[src/rtl/multicycle_control_if.sv]
// Control bundle between the multicycle control FSM and its datapath.
// master = control unit, slave = datapath / memory side.
interface multicycle_control_if #(
  parameter int INSTRET_W = 32
);
  logic [6:0]           opcode;
  logic                 mem_ready;
  logic                 IorD;
  logic                 MemRead;
  logic                 MemWrite;
  logic                 IRWrite;
  logic                 PCWrite;
  logic                 PCWriteCond;
  logic                 PCSource;
  logic                 ALUSrcA;
  logic [1:0]           ALUSrcB;
  logic [1:0]           ALUOperation;
  logic                 RegWrite;
  logic                 MemtoReg;
  logic                 retire;
  logic [INSTRET_W-1:0] instret;
  logic                 illegal_instr;
  logic [3:0]           state;

  modport master (
    input  opcode, mem_ready,
    output IorD, MemRead, MemWrite, IRWrite, PCWrite,
    output PCWriteCond, PCSource, ALUSrcA, ALUSrcB,
    output ALUOperation, RegWrite, MemtoReg, retire,
    output instret, illegal_instr, state
  );

  modport slave (
    output opcode, mem_ready,
    input  IorD, MemRead, MemWrite, IRWrite, PCWrite,
    input  PCWriteCond, PCSource, ALUSrcA, ALUSrcB,
    input  ALUOperation, RegWrite, MemtoReg, retire,
    input  instret, illegal_instr, state
  );
endinterface

[src/rtl/multicycle_control.sv]
// Multicycle RISC-V control FSM with retired-instruction counter.
// Define ILLEGAL_TRAP_EN to trap on unknown opcodes instead of refetching.
module multicycle_control #(
  parameter int INSTRET_W = 32
) (
  input logic                 clk,
  input logic                 reset,
  multicycle_control_if.master bus
);

  localparam logic [3:0] FETCH     = 4'd0;
  localparam logic [3:0] DECODE    = 4'd1;
  localparam logic [3:0] MEM_ADDR  = 4'd2;
  localparam logic [3:0] MEM_READ  = 4'd3;
  localparam logic [3:0] MEM_WRITE = 4'd4;
  localparam logic [3:0] WB_MEM    = 4'd5;
  localparam logic [3:0] EXEC_R    = 4'd6;
  localparam logic [3:0] EXEC_I    = 4'd7;
  localparam logic [3:0] WB_ALU    = 4'd8;
  localparam logic [3:0] BRANCH    = 4'd9;
  localparam logic [3:0] TRAP      = 4'd10;

  localparam logic [6:0] OP_LOAD   = 7'b0000011;
  localparam logic [6:0] OP_STORE  = 7'b0100011;
  localparam logic [6:0] OP_REG    = 7'b0110011;
  localparam logic [6:0] OP_IMM    = 7'b0010011;
  localparam logic [6:0] OP_BRANCH = 7'b1100011;

  logic [3:0]           state_q;
  logic [3:0]           state_d;
  logic [INSTRET_W-1:0] instret_q;
  logic                 retire;

  always_comb begin
    state_d = state_q;
    case (state_q)
      FETCH:
        if (bus.mem_ready) state_d = DECODE;
      DECODE:
        case (bus.opcode)
          OP_LOAD, OP_STORE: state_d = MEM_ADDR;
          OP_REG:            state_d = EXEC_R;
          OP_IMM:            state_d = EXEC_I;
          OP_BRANCH:         state_d = BRANCH;
`ifdef ILLEGAL_TRAP_EN
          default:           state_d = TRAP;
`else
          default:           state_d = FETCH;
`endif
        endcase
      MEM_ADDR:
        state_d = (bus.opcode == OP_LOAD) ? MEM_READ : MEM_WRITE;
      MEM_READ:
        if (bus.mem_ready) state_d = WB_MEM;
      MEM_WRITE:
        if (bus.mem_ready) state_d = FETCH;
      EXEC_R, EXEC_I:
        state_d = WB_ALU;
      WB_MEM, WB_ALU, BRANCH:
        state_d = FETCH;
`ifdef ILLEGAL_TRAP_EN
      TRAP:
        state_d = TRAP;
`endif
      default:
        state_d = FETCH;
    endcase
  end

  // Everything is forced low while reset is held, even though FETCH is live.
  always_comb begin
    bus.IorD         = 1'b0;
    bus.MemRead      = 1'b0;
    bus.MemWrite     = 1'b0;
    bus.IRWrite      = 1'b0;
    bus.PCWrite      = 1'b0;
    bus.PCWriteCond  = 1'b0;
    bus.PCSource     = 1'b0;
    bus.ALUSrcA      = 1'b0;
    bus.ALUSrcB      = 2'b00;
    bus.ALUOperation = 2'b00;
    bus.RegWrite     = 1'b0;
    bus.MemtoReg     = 1'b0;
    retire           = 1'b0;
    if (!reset) begin
      case (state_q)
        FETCH: begin
          bus.MemRead = 1'b1;
          bus.ALUSrcB = 2'b01;
          bus.IRWrite = bus.mem_ready;
          bus.PCWrite = bus.mem_ready;
        end
        DECODE:
          bus.ALUSrcB = 2'b10;
        MEM_ADDR: begin
          bus.ALUSrcA = 1'b1;
          bus.ALUSrcB = 2'b10;
        end
        MEM_READ: begin
          bus.MemRead = 1'b1;
          bus.IorD    = 1'b1;
        end
        MEM_WRITE: begin
          bus.MemWrite = 1'b1;
          bus.IorD     = 1'b1;
          retire       = bus.mem_ready;
        end
        WB_MEM: begin
          bus.RegWrite = 1'b1;
          bus.MemtoReg = 1'b1;
          retire       = 1'b1;
        end
        EXEC_R: begin
          bus.ALUSrcA      = 1'b1;
          bus.ALUOperation = 2'b10;
        end
        EXEC_I: begin
          bus.ALUSrcA      = 1'b1;
          bus.ALUSrcB      = 2'b10;
          bus.ALUOperation = 2'b11;
        end
        WB_ALU: begin
          bus.RegWrite = 1'b1;
          retire       = 1'b1;
        end
        BRANCH: begin
          bus.ALUSrcA      = 1'b1;
          bus.ALUOperation = 2'b01;
          bus.PCWriteCond  = 1'b1;
          bus.PCSource     = 1'b1;
          retire           = 1'b1;
        end
        default: ;
      endcase
    end
  end

  always_ff @(posedge clk or posedge reset) begin
    if (reset) begin
      state_q   <= FETCH;
      instret_q <= '0;
    end else begin
      state_q <= state_d;
      if (retire) instret_q <= instret_q + 1'b1;
    end
  end

`ifdef ILLEGAL_TRAP_EN
  assign bus.illegal_instr = !reset && (state_q == TRAP);
`else
  assign bus.illegal_instr = 1'b0;
`endif

  assign bus.retire  = retire;
  assign bus.instret = instret_q;
  assign bus.state   = state_q;

endmodule

[src/flat_wrapper.sv]
// flat-port wrapper written by rule: the top's interface ports become plain ports
module multicycle_control_flat 
#(
  parameter int INSTRET_W = 32
)
  (clk, reset, bus_opcode, bus_mem_ready, bus_IorD, bus_MemRead, bus_MemWrite, bus_IRWrite, bus_PCWrite, bus_PCWriteCond, bus_PCSource, bus_ALUSrcA, bus_ALUSrcB, bus_ALUOperation, bus_RegWrite, bus_MemtoReg, bus_retire, bus_instret, bus_illegal_instr, bus_state);
  multicycle_control_if #(.INSTRET_W(INSTRET_W)) bus_i ();
  input logic clk;
  input logic reset;
  input wire logic [$bits(bus_i.opcode)-1:0] bus_opcode;
  input wire logic [$bits(bus_i.mem_ready)-1:0] bus_mem_ready;
  output wire logic [$bits(bus_i.IorD)-1:0] bus_IorD;
  output wire logic [$bits(bus_i.MemRead)-1:0] bus_MemRead;
  output wire logic [$bits(bus_i.MemWrite)-1:0] bus_MemWrite;
  output wire logic [$bits(bus_i.IRWrite)-1:0] bus_IRWrite;
  output wire logic [$bits(bus_i.PCWrite)-1:0] bus_PCWrite;
  output wire logic [$bits(bus_i.PCWriteCond)-1:0] bus_PCWriteCond;
  output wire logic [$bits(bus_i.PCSource)-1:0] bus_PCSource;
  output wire logic [$bits(bus_i.ALUSrcA)-1:0] bus_ALUSrcA;
  output wire logic [$bits(bus_i.ALUSrcB)-1:0] bus_ALUSrcB;
  output wire logic [$bits(bus_i.ALUOperation)-1:0] bus_ALUOperation;
  output wire logic [$bits(bus_i.RegWrite)-1:0] bus_RegWrite;
  output wire logic [$bits(bus_i.MemtoReg)-1:0] bus_MemtoReg;
  output wire logic [$bits(bus_i.retire)-1:0] bus_retire;
  output wire logic [$bits(bus_i.instret)-1:0] bus_instret;
  output wire logic [$bits(bus_i.illegal_instr)-1:0] bus_illegal_instr;
  output wire logic [$bits(bus_i.state)-1:0] bus_state;
  assign bus_i.opcode = bus_opcode;
  assign bus_i.mem_ready = bus_mem_ready;
  assign bus_IorD = bus_i.IorD;
  assign bus_MemRead = bus_i.MemRead;
  assign bus_MemWrite = bus_i.MemWrite;
  assign bus_IRWrite = bus_i.IRWrite;
  assign bus_PCWrite = bus_i.PCWrite;
  assign bus_PCWriteCond = bus_i.PCWriteCond;
  assign bus_PCSource = bus_i.PCSource;
  assign bus_ALUSrcA = bus_i.ALUSrcA;
  assign bus_ALUSrcB = bus_i.ALUSrcB;
  assign bus_ALUOperation = bus_i.ALUOperation;
  assign bus_RegWrite = bus_i.RegWrite;
  assign bus_MemtoReg = bus_i.MemtoReg;
  assign bus_retire = bus_i.retire;
  assign bus_instret = bus_i.instret;
  assign bus_illegal_instr = bus_i.illegal_instr;
  assign bus_state = bus_i.state;
  multicycle_control #(.INSTRET_W(INSTRET_W)) u_core (.clk(clk), .reset(reset), .bus(bus_i));
endmodule
[config.mk]
export PLATFORM = sky130hd
export DESIGN_NAME = multicycle_control_flat
export DESIGN_NICKNAME = d
export VERILOG_FILES = /design/src/rtl/multicycle_control_if.sv /design/src/rtl/multicycle_control.sv /design/src/flat_wrapper.sv
export SDC_FILE = /design/constraint.sdc
export NUM_CORES = 1
export LEC_CHECK = 0
export ABC_AREA = 1
export ABC_CLOCK_PERIOD_IN_PS = 2200
export CAP_MARGIN = 10
export CORE_ASPECT_RATIO = 0.6
export CORE_MARGIN = 1.5
export CORE_UTILIZATION = 40
export DETAILED_ROUTE_END_ITERATION = 10
export GPL_ROUTABILITY_DRIVEN = 0
export PLACE_DENSITY = 0.74
export SLEW_MARGIN = 40
export SYNTH_ARGS = -nofsm -noshare
export SYNTH_HDL_FRONTEND = slang
export SYNTH_SLANG_ARGS = --single-unit
[constraint.sdc]
create_clock -name clk -period 2.2 [get_ports clk]
set_input_delay 0.44 -clock clk [delete_from_list [all_inputs] [get_ports clk]]
set_output_delay 0.44 -clock clk [all_outputs]
set_load 0.005 [all_outputs]
==> summary.md <==
| Metric | Value |
|---|---|
| Status | `finished clean` |
| Pwr dens | `approximately 600 nW/um2` |
| Clock Pin Slew Worst Setup and Hold Paths | `0.07 ns` |
| Max cap viols | `0` |
| Worst Hold End | `u_core.bus.instret[31]$_DFFE_PP0P_` |
| Syn Inst Count | `423` |
| CP most frequent cell | `nor2_1` |
| Worst Hold Path Cells | `2` |
| Crit path DAT | `1.75 ns` |
| P_leak | `0.00175 uW` |
| Detailed placement HPWL | `about 5500 um` |
| Register bit count reported by yosys | `36` |
| Synth Flop Type | `dfrtp_1` |
| Die Ht | `65.4 um` |
| Post-synth EDFFs | `0` |
| Post-synthesis cell area | `2600 um2` |
| Synth async-reset ratio | `1.00` |
| Worst hold path class | `flip-flop to flip-flop` |
| Total power draw | `approximately 2100 uW` |
| Hold buffers post-CTS | `0` |
| # rows | `22` |
| CTS max path bufs | `2` |
| RSZ-0062 raised after global routing | `true` |
| Routed wire length | `7490 um` |
| Syn Nets | `~430` |
| Chip Width | `roughly 110 um` |
| DR iter-0 viols | `269` |
| Area contributors post-synth | `dfrtp_1 35%, nand2_1 27%, nor2_1 11%` |
| Req. time, crit path | `1.76 ns` |
| Critical path's largest stage delay | `0.50 ns` |
| DIE AREA | `about 7000 um2` |
| Routed len/inst | `12.9 um` |
| Number of global-route vias before repair | `2,512` |
| Clock Power Share | `0.230` |
| Port bufs | `60` |
| Net Sw Frac | `0.363` |
| Critical path's slowest cell | `clkdlybuf4s50_1` |
| Fraction of layout cells with a size suffix above 1 | `0.107` |
| CP bufs+invs | `2` |
| Antenna violations before repair | `0` |
| Fillers | `slightly below 600` |
| Total GRT Usage | `0.226` |
| Top-area cell type share of the netlist area | `0.347` |
| Hold_sp | `u_core.bus.instret[31]$_DFFE_PP0P_` |
| Critical Path Fanout Max | `6` |
| Reg-to-reg endpoint | `u_core.bus.instret[18]$_DFFE_PP0P_` |
| Clock sink count | `36` |
| Design area | `3510 um2` |
| Internal power | `~1400 uW` |
| Psw | `779 uW` |
| Mean Syn Cell Area | `6.14 um2` |
| Root Buffer | `clkbuf_8` |
| CTS buffer count | `5` |
| CP endpoint kind | `output port` |
| Io pins | `62` |
| Final setup vio count | `0` |
| Final hold vios | `0` |
| Crit path kind | `flip-flop to output port` |
| Worst clock skew | `slightly above 0.004 ns` |
| Period utilisation layout | `0.996` |
| ANT cells | `0` |
| Slew Limit Fails | `0` |
| CTS tree | `built` |
| Fin nets | `506` |
| Synth Warn # | `0` |
| Synth cell types | `25` |
| Initial core utilization | `0.419` |
| Top Family by Delay on Critical Path | `buffers and inverters` |
| Origin of the critical flop-to-flop path | `u_core.bus.state[1]$_DFFE_PP0P_` |
| Finished Layout Cells | `580` |
| Synth area leader | `dfrtp_1` |
| Area delta synth->final | `35.2%` |
| DRT Pass-1 Iters | `5` |
| Post-Place Cells | `564` |
| Fmax | `approximately 460 MHz` |
| CTS H-tree lvls | `2` |
| Largest net degree at the start of global routing | `42` |
| VDD IR-drop max | `roughly 0.00046 V` |
| Minimum clock period | `2.19 ns` |
| Vias | `2,826` |
| Gate power share | `0.361` |
| DR DRC count | `0` |
| Seq/Total Area, Yosys | `0.347` |
| CP Cell Sequence | `buf_6, nand2_1, nor2_2, nor2_1, nor2_1, clkdlybuf4s50_1` |
| First-pass GRT wire length | `around 12,000 um` |
| Core area | `6190 um2` |
| Reg power frac | `0.409` |
| Startpoint Class | `flip-flop` |
| Clock Latency Late Sink | `a little under 0.3 ns` |
| Utilization after layout | `0.567` |
| Area after DPL | `3290 um2` |
| Remaining antenna violation count | `0` |
| Grt ovf | `0` |
| Reg2reg path depth | `10` |
| DR vias/cell | `4.87` |
| R2r setup slk | `between 0.3 and 0.4 ns` |
[state kept, by name (all words and copies together) (netlist names)]
signal              cells
u_core.bus.state        4
u_core.bus.instret     32
[layer usage]
| layer | share of wire | wire [um] | GRT usage |
|---|---|---|---|
| met3 | 0.088 | 657 | 0.0615 |
| met1 | 0.50 | 3760 | 0.345 |
| met5 | 0 | 0 | 0 |
| met2 | 0.40 | 3020 | 0.311 |
| met4 | 0.0071 | 53 | 0.0517 |
[power groups by stage]
stage                     clock network [uW]  registers, uW  logic [uW]
after floorplan                            0            858         371
after global placement                     0            878         672
after detailed placement                   0            882         685
after CTS                                507            872         721
after global routing                     544            891         857
final                                    494            877         775
[cell families (layout without fill, tap and decap cells)]
family / Yosys count / in the layout / share of synthesized area
simple gates: 305 / 305 / 0.483
buf+inv: 53 / 126 / 0.0930
flops: 36 / 36 / 0.347
compound gates: 14 / 14 / 0.0270
xor+xnor: 13 / 13 / 0.0438
fa+ha+maj: 1 / 1 / 0.00482
other cells: 1 / 1 / 0.00144
[area by class of cell]
class	instances	area, um2	area share
Timing Repair Buffer	75	734	0.209
Clock inverter	2	10.0	0.00285
Multi-Input combinational cell	334	1510	0.430
Inverter	43	165	0.0470
Sequential cell	36	905	0.258
Clock buffer	6	82.6	0.0235
Tap cell	84	105	0.0299
[what timing repair did]
action	4_1_cts	5_1_grt
pin swaps	3	4
setup buffers	4	4
setup endpoints to repair	13	6
gates resized for setup	23	14
[through the flow]
stage	setup WS (ns)	TNS, ns	hold slack, ns
after detailed placement	-0.0990	-0.415	0.526
after floorplan	0.191	0	0.418
final	0.00772	0	0.541
after global placement	-0.0749	-0.257	0.521
after global routing	-0.0796	-0.0796	0.598
after CTS	0.00135	0	0.546
[worst register-to-register path, stage by stage (launching register included)]
cell and delay [ns]:
dfrtp_2 0.46, nor2_4 0.14, inv_2 0.08, nor2_4 0.12
buf_4 0.13, nand3_2 0.09, nand3_4 0.10, buf_4 0.37
nand2_1 0.10, nand2_1 0.07, nand2_1 0.05
[how the worst max path moves through the flow]
stage / from / endpoint / slack [ns] / cells after the start
2_1_floorplan: reset / bus_retire / 0.19 / 4
3_3_place_gp: reset / bus_retire / -0.07 / 5
3_5_place_dp: reset / bus_retire / -0.1 / 5
4_1_cts: u_core.bus.state[3]$_DFFE_PP0P_ / bus_ALUSrcB[1] / 0.001 / 6
5_1_grt: u_core.bus.state[1]$_DFFE_PP0P_ / bus_ALUOperation[0] / -0.08 / 6
6_report: u_core.bus.state[1]$_DFFE_PP0P_ / bus_ALUOperation[0] / 0.008 / 6
[Yosys cell counts, types with 2 or more instances]
master / instances
nand2_1: 186
nor2_1: 76
inv_1: 40
dfrtp_1: 36
nand3_1: 23
xor2_1: 12
o21ai_0: 9
buf_4: 5
nand3b_1: 4
buf_6: 3
inv_2: 3
nand2_2: 3
nor2_2: 3
nor2_4: 3
nor3_1: 3
o21ai_1: 3
a21oi_1: 2
nand4_1: 2
[placed cells by master, fill, tap and decap left out, drive strengths merged, types with 2 or more instances in the layout]
| cell type | n |
|---|---|
| a21oi | 2 |
| buf | 15 |
| clkbuf | 6 |
| clkdlybuf4s50 | 46 |
| clkinv | 2 |
| dfrtp | 36 |
| dlygate4sd2 | 9 |
| dlymetal6s2s | 5 |
| inv | 42 |
| nand2 | 189 |
| nand3 | 25 |
| nand3b | 4 |
| nand4 | 2 |
| nor2 | 82 |
| nor3 | 3 |
| o21ai | 12 |
| xor2 | 12 |
(Power assumes the default switching activity.)
==> variant (same settings) <==
`INSTRET_W` is set to 32 in 3 places; all go to 64.
--- a/src/rtl/multicycle_control_if.sv
+++ b/src/rtl/multicycle_control_if.sv
@@ -3,3 +3,3 @@
 interface multicycle_control_if #(
-  parameter int INSTRET_W = 32
+  parameter int INSTRET_W = 64
 );
--- a/src/rtl/multicycle_control.sv
+++ b/src/rtl/multicycle_control.sv
@@ -3,3 +3,3 @@
 module multicycle_control #(
-  parameter int INSTRET_W = 32
+  parameter int INSTRET_W = 64
 ) (
--- a/src/flat_wrapper.sv
+++ b/src/flat_wrapper.sv
@@ -3,3 +3,3 @@
 #(
-  parameter int INSTRET_W = 32
+  parameter int INSTRET_W = 64
 )
Ports: changed (resized bus_instret); port bits go from 62 to 94. The function was not compared with the original's and may differ.
==> variant against the unedited design <==
The flow now finishes with violations (setup timing). Sequential cell count rose by 32. Register-to-register slack got worse by 0.22 ns. Global-route usage rose by 1.5 points. Worst setup slack got worse by 0.019 ns. Area after synthesis rose by 74%. Power rose by 68%. Wire length rose by 85%. Non-clock buffer count rose by 42. Sequential power rose by 58%. Worst hold slack got worse by 0.11 ns. Cell area rose by 74%. Clock power rose to 3.2 times the old value. Critical path type unchanged.
==> variant: results (changes against the unedited design) <==
\begin{tabular}{lr}
\hline
Metric & Value \\
\hline
\multicolumn{2}{l}{\textbf{Timing}} \\
Number of setup violations in the final report & 1 (+1) \\
Final-layout setup total negative slack & -0.0115 ns (-0.0115 ns) \\
Final Hold Slack & 0.429 ns (-0.112 ns) \\
Crit path setup slack, layout & -0.0115 ns (-0.0192 ns) \\
\multicolumn{2}{l}{\textbf{Clock tree}} \\
Clock Tree Root & clkbuf\_16 \\
H-tree lvl count & 3 (+1) \\
\multicolumn{2}{l}{\textbf{Placed design}} \\
Port Buffer Count & 92 (+53\%) \\
Detailed Place HPWL & 10,800 um (+95\%) \\
\multicolumn{2}{l}{\textbf{Detailed routing}} \\
Metal-1 WL & 6780 um (+80\%) \\
Total routed wirelength & 13,800 um (+85\%) \\
\multicolumn{2}{l}{\textbf{Synth}} \\
Number of distinct library cell variants in the gate-level netlist after synthesis & 33 (+32\%) \\
Mean cell area of the mapped netlist & 6.92 sq um (+13\%) \\
Xor and xnor area share after synthesis & 5.78\% (+1.4 points) \\
Cell Area, Synth & 0.00452 sq mm (+74\%) \\
Ranking of synthesized cells by area & dfrtp\_1, nand2\_1, nor2\_1, inv\_1, nand3\_1 \\
\multicolumn{2}{l}{\textbf{Power}} \\
Worst VDD drop & 0.000421 V (-7.8\%) \\
Cell-internal power & 2.63 mW (+93\%) \\
Power attributed to combinational cells & 626 uW (-19\%) \\
\multicolumn{2}{l}{\textbf{Critical path}} \\
Data arrival, critical path & 1.77 ns (+0.02 ns) \\
Largest incremental delay on the critical path & 0.48 ns (-0.02 ns) \\
Maximum fanout encountered on the critical timing path & 5 (-1) \\
\multicolumn{2}{l}{\textbf{Layout}} \\
Clock Buffer Count & 11 (+5) \\
Area taken by flip-flops and latches & 0.00171 sq mm (+89\%) \\
Fraction of final layout cells sized beyond drive strength 1 & 12.2\% (+1.6 points) \\
Area of the multi-input gates & 0.00252 sq mm (+67\%) \\
Final \#Nets & 782 (+55\%) \\
Count of multi-input gates & 507 (+52\%) \\
\multicolumn{2}{l}{\textbf{Global route}} \\
Pin count of the biggest net entering global routing & 43 (+2.4\%) \\
\multicolumn{2}{l}{\textbf{Status}} \\
Outcome & finished, violations left \\
Violated checks & setup timing \\
\multicolumn{2}{l}{\textbf{Worst hold path}} \\
Path category of the worst min-delay check & in2async \\
\hline
\end{tabular}
-- variant: cell types whose count changed in the layout (fill, tap and decap cells not counted), sizes merged, moves of 5 or more --
cell           unedited run  this run
nand3                    25        45
buf                      15        25
dfrtp                    36        68
nand4                     2        22
clkdlybuf4s50            46        79
clkbuf                    6        11
nor2                     82       128
inv                      42        67
nand2                   189       235
xnor2                     1        15
o21ai                    12        19
nand3b                    4        10
nor3                      3        10
-- variant: how the worst max path moves through the flow --
stage,from,to,slack (ns),cells after the start
floorplan,reset,u_core.bus.instret[56],0.32,10
global placement,reset,bus_retire,-0.22,5
detailed placement,reset,bus_retire,-0.25,5
CTS,u_core.bus.state[0],bus_ALUSrcB[1],0.008,5
global route,u_core.bus.state[0],bus_ALUSrcB[1],-0.06,6
finish,u_core.bus.state[3],bus_ALUSrcB[1],-0.01,6
-- variant: worst register-to-register path, cell delays in order (launching register included) --
cell and delay (ns):
dfrtp_1 0.41, inv_2 0.06, buf_4 0.14, nor2_4 0.15
nand4_1 0.18, nand3_4 0.17, buf_4 0.28, nand2_1 0.21
buf_4 0.19, xnor2_1 0.11
-- variant: cell families (layout without fill, tap and decap cells) --
family | after synthesis | after routing
AND/OR/NAND/NOR | 454 | 454
buffers and inverters | 78 | 201
flip-flops | 68 | 68
XOR/XNOR | 29 | 29
AO/OA/AOI/OAI | 22 | 22
adder cells (fa/ha/maj) | 1 | 1
other | 1 | 1
-- variant: timing repair --
action,in CTS,in global routing
pin swaps,5,2
setup endpoints to repair,15,10
gates cloned,0,0
resized for setup,28,9
buffers inserted,8,0
endpoints found under the hold margin,0,0
-- variant: metal layers --
metal  up-vias  GRT usage [%]
met1      2259           35.7
met4         0           5.17
met2       200           34.9
met5         -              0
met3        14           6.72
li1       2295              -
